$ cat config.mk
export PLATFORM = sky130hd
export DESIGN_NAME = bus_deserializer
export DESIGN_NICKNAME = d
export VERILOG_FILES = /design/src/rtl/bus_deserializer.sv
export SDC_FILE = /design/constraint.sdc
export NUM_CORES = 1
export LEC_CHECK = 0
export CAP_MARGIN = 20
export CELL_PAD_IN_SITES_DETAIL_PLACEMENT = 0
export CELL_PAD_IN_SITES_GLOBAL_PLACEMENT = 1
export CORE_ASPECT_RATIO = 0.9
export CORE_MARGIN = 3
export CORE_UTILIZATION = 45
export DETAILED_ROUTE_END_ITERATION = 12
export PLACE_DENSITY_LB_ADDON = 0.1
export SYNTH_ARGS = -nofsm -noshare
export SYNTH_HDL_FRONTEND = slang
export SYNTH_SLANG_ARGS = --single-unit
$ cat constraint.sdc
create_clock -name clk -period 2.83 [get_ports clk]
set_input_delay 0.4245 -clock clk [delete_from_list [all_inputs] [get_ports clk]]
set_output_delay 0.4245 -clock clk [all_outputs]
set_load 0.02 [all_outputs]
$ cat src/rtl/bus_deserializer.sv
// Serial-to-parallel receiver: rebuilds MSB-first DATA_WIDTH-bit words and
// presents each one in a holding register on a valid/ready handshake.
module bus_deserializer #(
    parameter int DATA_WIDTH = 8
) (
    input  logic                  clk,
    input  logic                  rst,
    input  logic                  enable,
    input  logic                  serial_in,
    output logic [DATA_WIDTH-1:0] data_out,
    output logic                  data_valid,
    input  logic                  data_ready,
    output logic                  busy,
    output logic                  overrun,
    input  logic                  clr_overrun
);

    localparam int CNT_W = $clog2(DATA_WIDTH) + 1;
    localparam logic [CNT_W-1:0] LAST_BIT = CNT_W'(DATA_WIDTH - 1);

    typedef enum logic {IDLE, RECV} state_t;

    state_t                state, state_n;
    logic [CNT_W-1:0]      bit_cnt, bit_cnt_n;
    logic [DATA_WIDTH-1:0] shift_reg, shift_n;
    logic [DATA_WIDTH-1:0] data_n;
    logic                  valid_n, overrun_n, busy_n;
    logic                  complete, transfer;

    always_comb begin
        state_n   = state;
        bit_cnt_n = bit_cnt;
        shift_n   = shift_reg;
        data_n    = data_out;
        valid_n   = data_valid;
        overrun_n = overrun;
        complete  = 1'b0;
        transfer  = data_valid && data_ready;

        unique case (state)
            IDLE: begin
                if (enable) begin
                    shift_n   = {{(DATA_WIDTH-1){1'b0}}, serial_in};
                    bit_cnt_n = CNT_W'(1);
                    state_n   = RECV;
                end
            end
            RECV: begin
                if (enable) begin
                    shift_n = {shift_reg[DATA_WIDTH-2:0], serial_in};
                    if (bit_cnt == LAST_BIT) begin
                        complete  = 1'b1;
                        bit_cnt_n = '0;
                        state_n   = IDLE;
                    end else begin
                        bit_cnt_n = bit_cnt + CNT_W'(1);
                    end
                end else begin
                    // dropping enable throws away the partial word only
                    shift_n   = '0;
                    bit_cnt_n = '0;
                    state_n   = IDLE;
                end
            end
            default: state_n = IDLE;
        endcase

        // A completed word may only replace the holding register if it is empty
        // or being drained on this very edge; otherwise the new word is lost.
        if (complete) begin
            if (!data_valid || transfer) begin
                data_n  = shift_n;
                valid_n = 1'b1;
            end else begin
                overrun_n = 1'b1;
            end
        end else if (transfer) begin
            valid_n = 1'b0;
        end

        if (complete && data_valid && !transfer) begin
            overrun_n = 1'b1;
        end else if (clr_overrun) begin
            overrun_n = 1'b0;
        end

        busy_n = (bit_cnt_n != '0);
    end

    always_ff @(posedge clk or negedge rst) begin
        if (!rst) begin
            state      <= IDLE;
            bit_cnt    <= '0;
            shift_reg  <= '0;
            data_out   <= '0;
            data_valid <= 1'b0;
            overrun    <= 1'b0;
            busy       <= 1'b0;
        end else begin
            state      <= state_n;
            bit_cnt    <= bit_cnt_n;
            shift_reg  <= shift_n;
            data_out   <= data_n;
            data_valid <= valid_n;
            overrun    <= overrun_n;
            busy       <= busy_n;
        end
    end

endmodule

==> results.yml, run 1 <==
worst_setup_path:
  arrival_ns: 2.02
  critPathMaxFanout: 8
  setup.worst_path.start_class: "flip-flop"
  cpMaxStageDelayCell: "and3_1"
  crit_type: "reg -> reg"
  crit_buf_inv: 0
  cpPeakStageDelay_ns: 0.49
  crit_chain: "ha_1 > and3b_1 > and3_1 > mux2_4"
  critPathTopFamily: "simple AND/OR/NAND/NOR gates"
  crit_required_ns: 3.03
  endpoint_kind: "flip-flop"
timing:
  whs_ns: 0.4613
  max-slew-margin-rel_pct: 65.92
  setup-violations-final: 0
  fin_ws_ns: 1.008
  slew_viol_final: 0
  hold_viol_final: 0
  period_needed_ns: 1.822
  timing.final.crit_share_pct: 64.37
  max_slew.worst_pin.slew_ns: 0.5112
  rsz0062_at_grt: "no"
  tns_ns: 0
  fin_skew_ns: 0.001152
  fmax_mhz: 548.9
placed_design:
  postPlaceCellArea_um2: 1206
  dp_hpwl_mm: 1.218
  portBuffers: 16
  preCtsSetupSlack_ns: 0.7191
  gp_congestion: 0.7713
worst_hold_path:
  hold_class: "in -> async"
floorplan:
  die_h_um: 51.58
  start_util_pct: 50.76
  core_um2: 2046
  rows: 15
  io_pins: 17
  die_w_um: 56.64
  dieArea_um2: 2921
finish:
  seq_area_um2: 600.6
  final_cell_area_um2: 1229
  drive_above_1_share_pct: 19.57
  n_fill_cell: 166
  final_common_cell: "dfrtp_1"
  antenna_cells: 0
  multiInputGateArea_um2: 391.6
  final_cell_mix: "24 x dfrtp_1, 16 x clkdlybuf4s50_1, 8 x a22o_1, 8 x mux2_4, 5 x nand2_1"
  layout.nets: 101
  syn_to_final_growth_pct: 18.31
clock_tree:
  max-clock-path-buffers: 2
  clkSinkCount: 24
  cts_buffers: 3
  cts_root_buf: "clkbuf_4"
  cts_tree: "yes"
  postCtsSetupBuffers: 0
  cts_resized: 0
  ctsHoldBuffers: 0
  cts.htree.levels: 1
  clkLatencyLatePin_ns: 0.30
  clkTransAtPathRegs_ns: 0.12
yosys:
  netlist_instances: 75
  synth_edf_count: 0
  post_synth_instance_area_um2: 1038
  synth_ff_type: "dfrtp_1"
  yosys_register_bits: 24
  ys_types: 30
  syn_area_per_cell_um2: 13.85
  ys_seq_area_share_pct: 57.83
  yosys_warnings: 0
  async_flop_share_pct: 100.0
  synth_nets: 82
power_and_ir_drop:
  ir_worst_vdd_v: 0.0004300
  powerDensity_nw_per_um2: 463.8
  power_leakage_uw: 0.0005698
routing:
  vias_per_cell: 5.573
  drt_iter0_markers: 25
  routed.top_layer: "met3"
  drt_pass1_iterations: 4
  m1WireLength_um: 806
  routedWlPerCell_um: 14.51
  vias: 652
  ant_nets: 0
  wirelength_mm: 1.698
  drc: 0
  met2_wirelength_um: 774
  wl_met3_um: 116
grt:
  antenna_found_initial: 0
  grt_max_degree: 25
  overflow: 0
  grt_usage_pct: 14.01
  grt_pass1_wl_mm: 3.167
  grt_pass1_vias: 670
outcome:
  status: "finished clean"
run:
  maxCapViolCount: 0
==> cells by family after synthesis <==
| family | after synthesis | synth area share [%] |
|---|---|---|
| flops | 24 | 57.83 |
| simple gates | 21 | 13.50 |
| compound gates | 14 | 10.60 |
| mux | 8 | 11.57 |
| buf+inv | 6 | 4.457 |
| xor+xnor | 1 | 0.8435 |
| fa+ha+maj | 1 | 1.205 |
==> worst paths after layout <==
path | from | endpoint | slack (ns) | cells after the start
worst max-delay path | bit_cnt[0] | data_out[0] | 1.01 | 4
worst max register to register | bit_cnt[0] | data_out[0] | 1.01 | 4
max in group asynchronous | rst | shift_reg[5] | 2.14 | 2
min in group clk | shift_reg[7] | shift_reg[7] | 0.52 | 1
worst min-delay path | rst | overrun | 0.46 | 2
worst min register to register | shift_reg[7] | shift_reg[7] | 0.52 | 1
==> power by group <==
group / total (µW) / internal (µW) / switching [µW]
sequential: 364 / 354 / 9.99
clock: 141 / 49.7 / 91.3
combinational: 64.6 / 31.8 / 32.8
total: 570 / 436 / 134
==> metrics by stage <==
stage	utilization [%]	cells	total power [µW]
after floorplan	-	75	408.0
after global placement	58.96	114	435.6
after detailed placement	58.96	114	436.6
after CTS	60.06	117	580.1
after global routing	60.06	117	607.1
final	60.06	117	569.9
==> cell type report <==
cell class | instances | share of cell area [%]
flip-flops and latches | 24 | 48.88
multi-input cells | 45 | 31.87
clock buffers | 3 | 1.833
well taps | 25 | 2.546
inverters | 2 | 0.6110
repair buffers | 18 | 14.26
==> synth_stat cells (all sizes together) (2+ instances only) <==
cell | number | area (µm²)
inv | 2 | 7.510
and2 | 2 | 16.27
and3b | 2 | 18.77
mux2 | 8 | 120.1
a22o | 9 | 80.08
nand2 | 5 | 18.77
o21ai | 2 | 10.01
dfrtp | 24 | 600.6
buf | 4 | 38.78
==> routing by layer <==
metal,GRT usage (%),up-vias
li1,-,309
met1,20.19,319
met2,20.77,24
met3,4.715,0
met4,2.372,0
met5,0,-
No activity file was read; power rests on OpenSTA's default activity.
==> inputs of run 2 (changes only) <==
Settings changed: CORE_UTILIZATION 45 to 41.
Clock period 2.83 ns to 1.9 ns, I/O delays scaled along.
==> results.yml, run 2 (synthesis gave the netlist of run 1 again) <==
worst_setup_path:
  crit_required_ns: 2.12
  arrival_ns: 1.88
  rr_startpoint: "bit_cnt[0]"
  crit_type: "reg -> reg"
  reg2reg_depth: 5
  critPathMaxFanout: 8
  setup.worst_path.start_class: "flip-flop"
  endpoint_kind: "flip-flop"
  reg2reg_setup_slack_ns: 0.24
  timing.rr.end: "data_out[2]"
floorplan:
  die_w_um: 59.05
  core_um2: 2282
  io_pins: 17
  rows: 16
  start_util_pct: 45.50
  die_h_um: 53.75
  dieArea_um2: 3174
grt:
  grt_pass1_wl_mm: 2.987
  gr-usage-met3_pct: 4.796
  busiest_layer: "met2"
  grt_usage_pct: 12.95
  use_met1_pct: 16.87
  grt_pass1_vias: 643
  grt_max_degree: 25
  grtUsageMet2_pct: 19.85
  antenna_found_initial: 0
  overflow: 0
power_and_ir_drop:
  powerDensity_nw_per_um2: 716.2
  switching_share_pct: 23.87
  pwr-share-comb_pct: 10.8
  power_frac_seq_pct: 59.6
  power_leakage_uw: 0.0005903
  p_clk_share_pct: 29.6
  p_sw_uw: 217.5
  p_int_uw: 693.8
  total_power_uw: 911.3
  ir_worst_vdd_v: 0.0005618
finish:
  drive_above_1_share_pct: 22.11
  final_cell_mix: "24 x dfrtp_1, 16 x clkdlybuf4s50_1, 8 x a22o_1, 8 x mux2_4, 5 x nand2_1"
  antenna_cells: 0
  final_common_cell: "dfrtp_1"
  syn_to_final_growth_pct: 22.53
  layout.nets: 103
routing:
  ant_nets: 0
  drt_iter0_markers: 9
  drt_pass1_iterations: 2
  drc: 0
  vias: 658
  wirelength_mm: 1.820
  vias_per_cell: 5.393
  routedWlPerCell_um: 14.92
timing:
  fmax_mhz: 602.5
  tns_ns: 0
  setup-violations-final: 0
  fin_skew_ns: 0.004752
  slew_viol_final: 0
  max_slew.worst_pin.slew_ns: 0.4235
  rsz0062_at_grt: "no"
  hold_viol_final: 0
  max-slew-margin-rel_pct: 71.74
  timing.final.crit_share_pct: 87.35
  period_needed_ns: 1.660
clock_tree:
  cts_tree: "yes"
  postCtsSetupBuffers: 0
  ctsHoldBuffers: 0
  clkTransAtPathRegs_ns: 0.13
  clkLatencyLatePin_ns: 0.32
  cts_resized: 0
  max-clock-path-buffers: 2
  cts_buffers: 3
  cts_root_buf: "clkbuf_4"
  cts.htree.levels: 1
  clkSinkCount: 24
placed_design:
  gp_congestion: 0.7432
  dp_hpwl_mm: 1.248
  portBuffers: 16
outcome:
  status: "finished clean"
worst_hold_path:
  hold_class: "in -> async"
run:
  maxCapViolCount: 0
==> run 2: changes by cell type in the layout (fill, tap and decap cells not counted), sizes merged <==
cell and change:
clkbuf +1, buf +2
==> run 2: worst max-delay path by stage <==
| stage | start | to | depth (start not counted) |
|---|---|---|---|
| final | bit_cnt[0] | data_out[2] | 5 |
| after global routing | bit_cnt[1] | data_out[2] | 5 |
| after CTS | bit_cnt[0] | data_out[2] | 5 |
| after detailed placement | enable | busy | 5 |
| after global placement | enable | busy | 5 |
| after floorplan | bit_cnt[0] | data_out[0] | 5 |
==> run 2: per-stage QoR <==
| stage | hold slack, ns | instance area [µm²] | std cells | worst slack, ns | utilization [%] |
|---|---|---|---|---|---|
| floorplan | -0.01059 | 1039 | 75 | 0.3707 | - |
| global placement | 0.4924 | 1236 | 118 | 0.1814 | 54.17 |
| detailed placement | 0.4932 | 1236 | 118 | 0.1831 | 54.17 |
| CTS | 0.3155 | 1272 | 122 | 0.2324 | 55.76 |
| global route | 0.3219 | 1272 | 122 | 0.1651 | 55.76 |
| finish | 0.3050 | 1272 | 122 | 0.2403 | 55.76 |
==> run 2: area by class of cell <==
| cell class | count | area (µm²) |
|---|---|---|
| clock buffer | 4 | 36.28 |
| fill | 207 | 1010 |
| inverter | 2 | 7.507 |
| multi-input combinational | 45 | 391.6 |
| sequential | 24 | 600.6 |
| tap | 27 | 33.78 |
| timing repair buffer | 20 | 202.7 |
==> run 2: critical path, stage by stage (launching register included) <==
cell,delay [ns]
dfrtp_1,0.44
ha_1,0.28
and3b_1,0.21
and3_1,0.19
buf_12,0.15
mux2_4,0.29
==> run 2: power by group through the flow <==
stage	logic, µW	clock network [µW]	registers, µW
after floorplan	52.9	0	555
after global placement	99.0	0	552
after detailed placement	99.6	0	554
after CTS	101	277	544
after global routing	109	300	546
final	98.1	270	543
==> run 2: routing by layer <==
layer,share of wire (%),routed length [µm]
met3,6.5,118
met5,0,0
met4,1.4,25
met1,47,860
met2,45,816
==> inputs of run 3 (changes only) <==
Settings changed: CTS_CLUSTER_SIZE from default to 8.
==> results of run 3 <==
Final layout, timing and power as in run 2 (identical DEF).
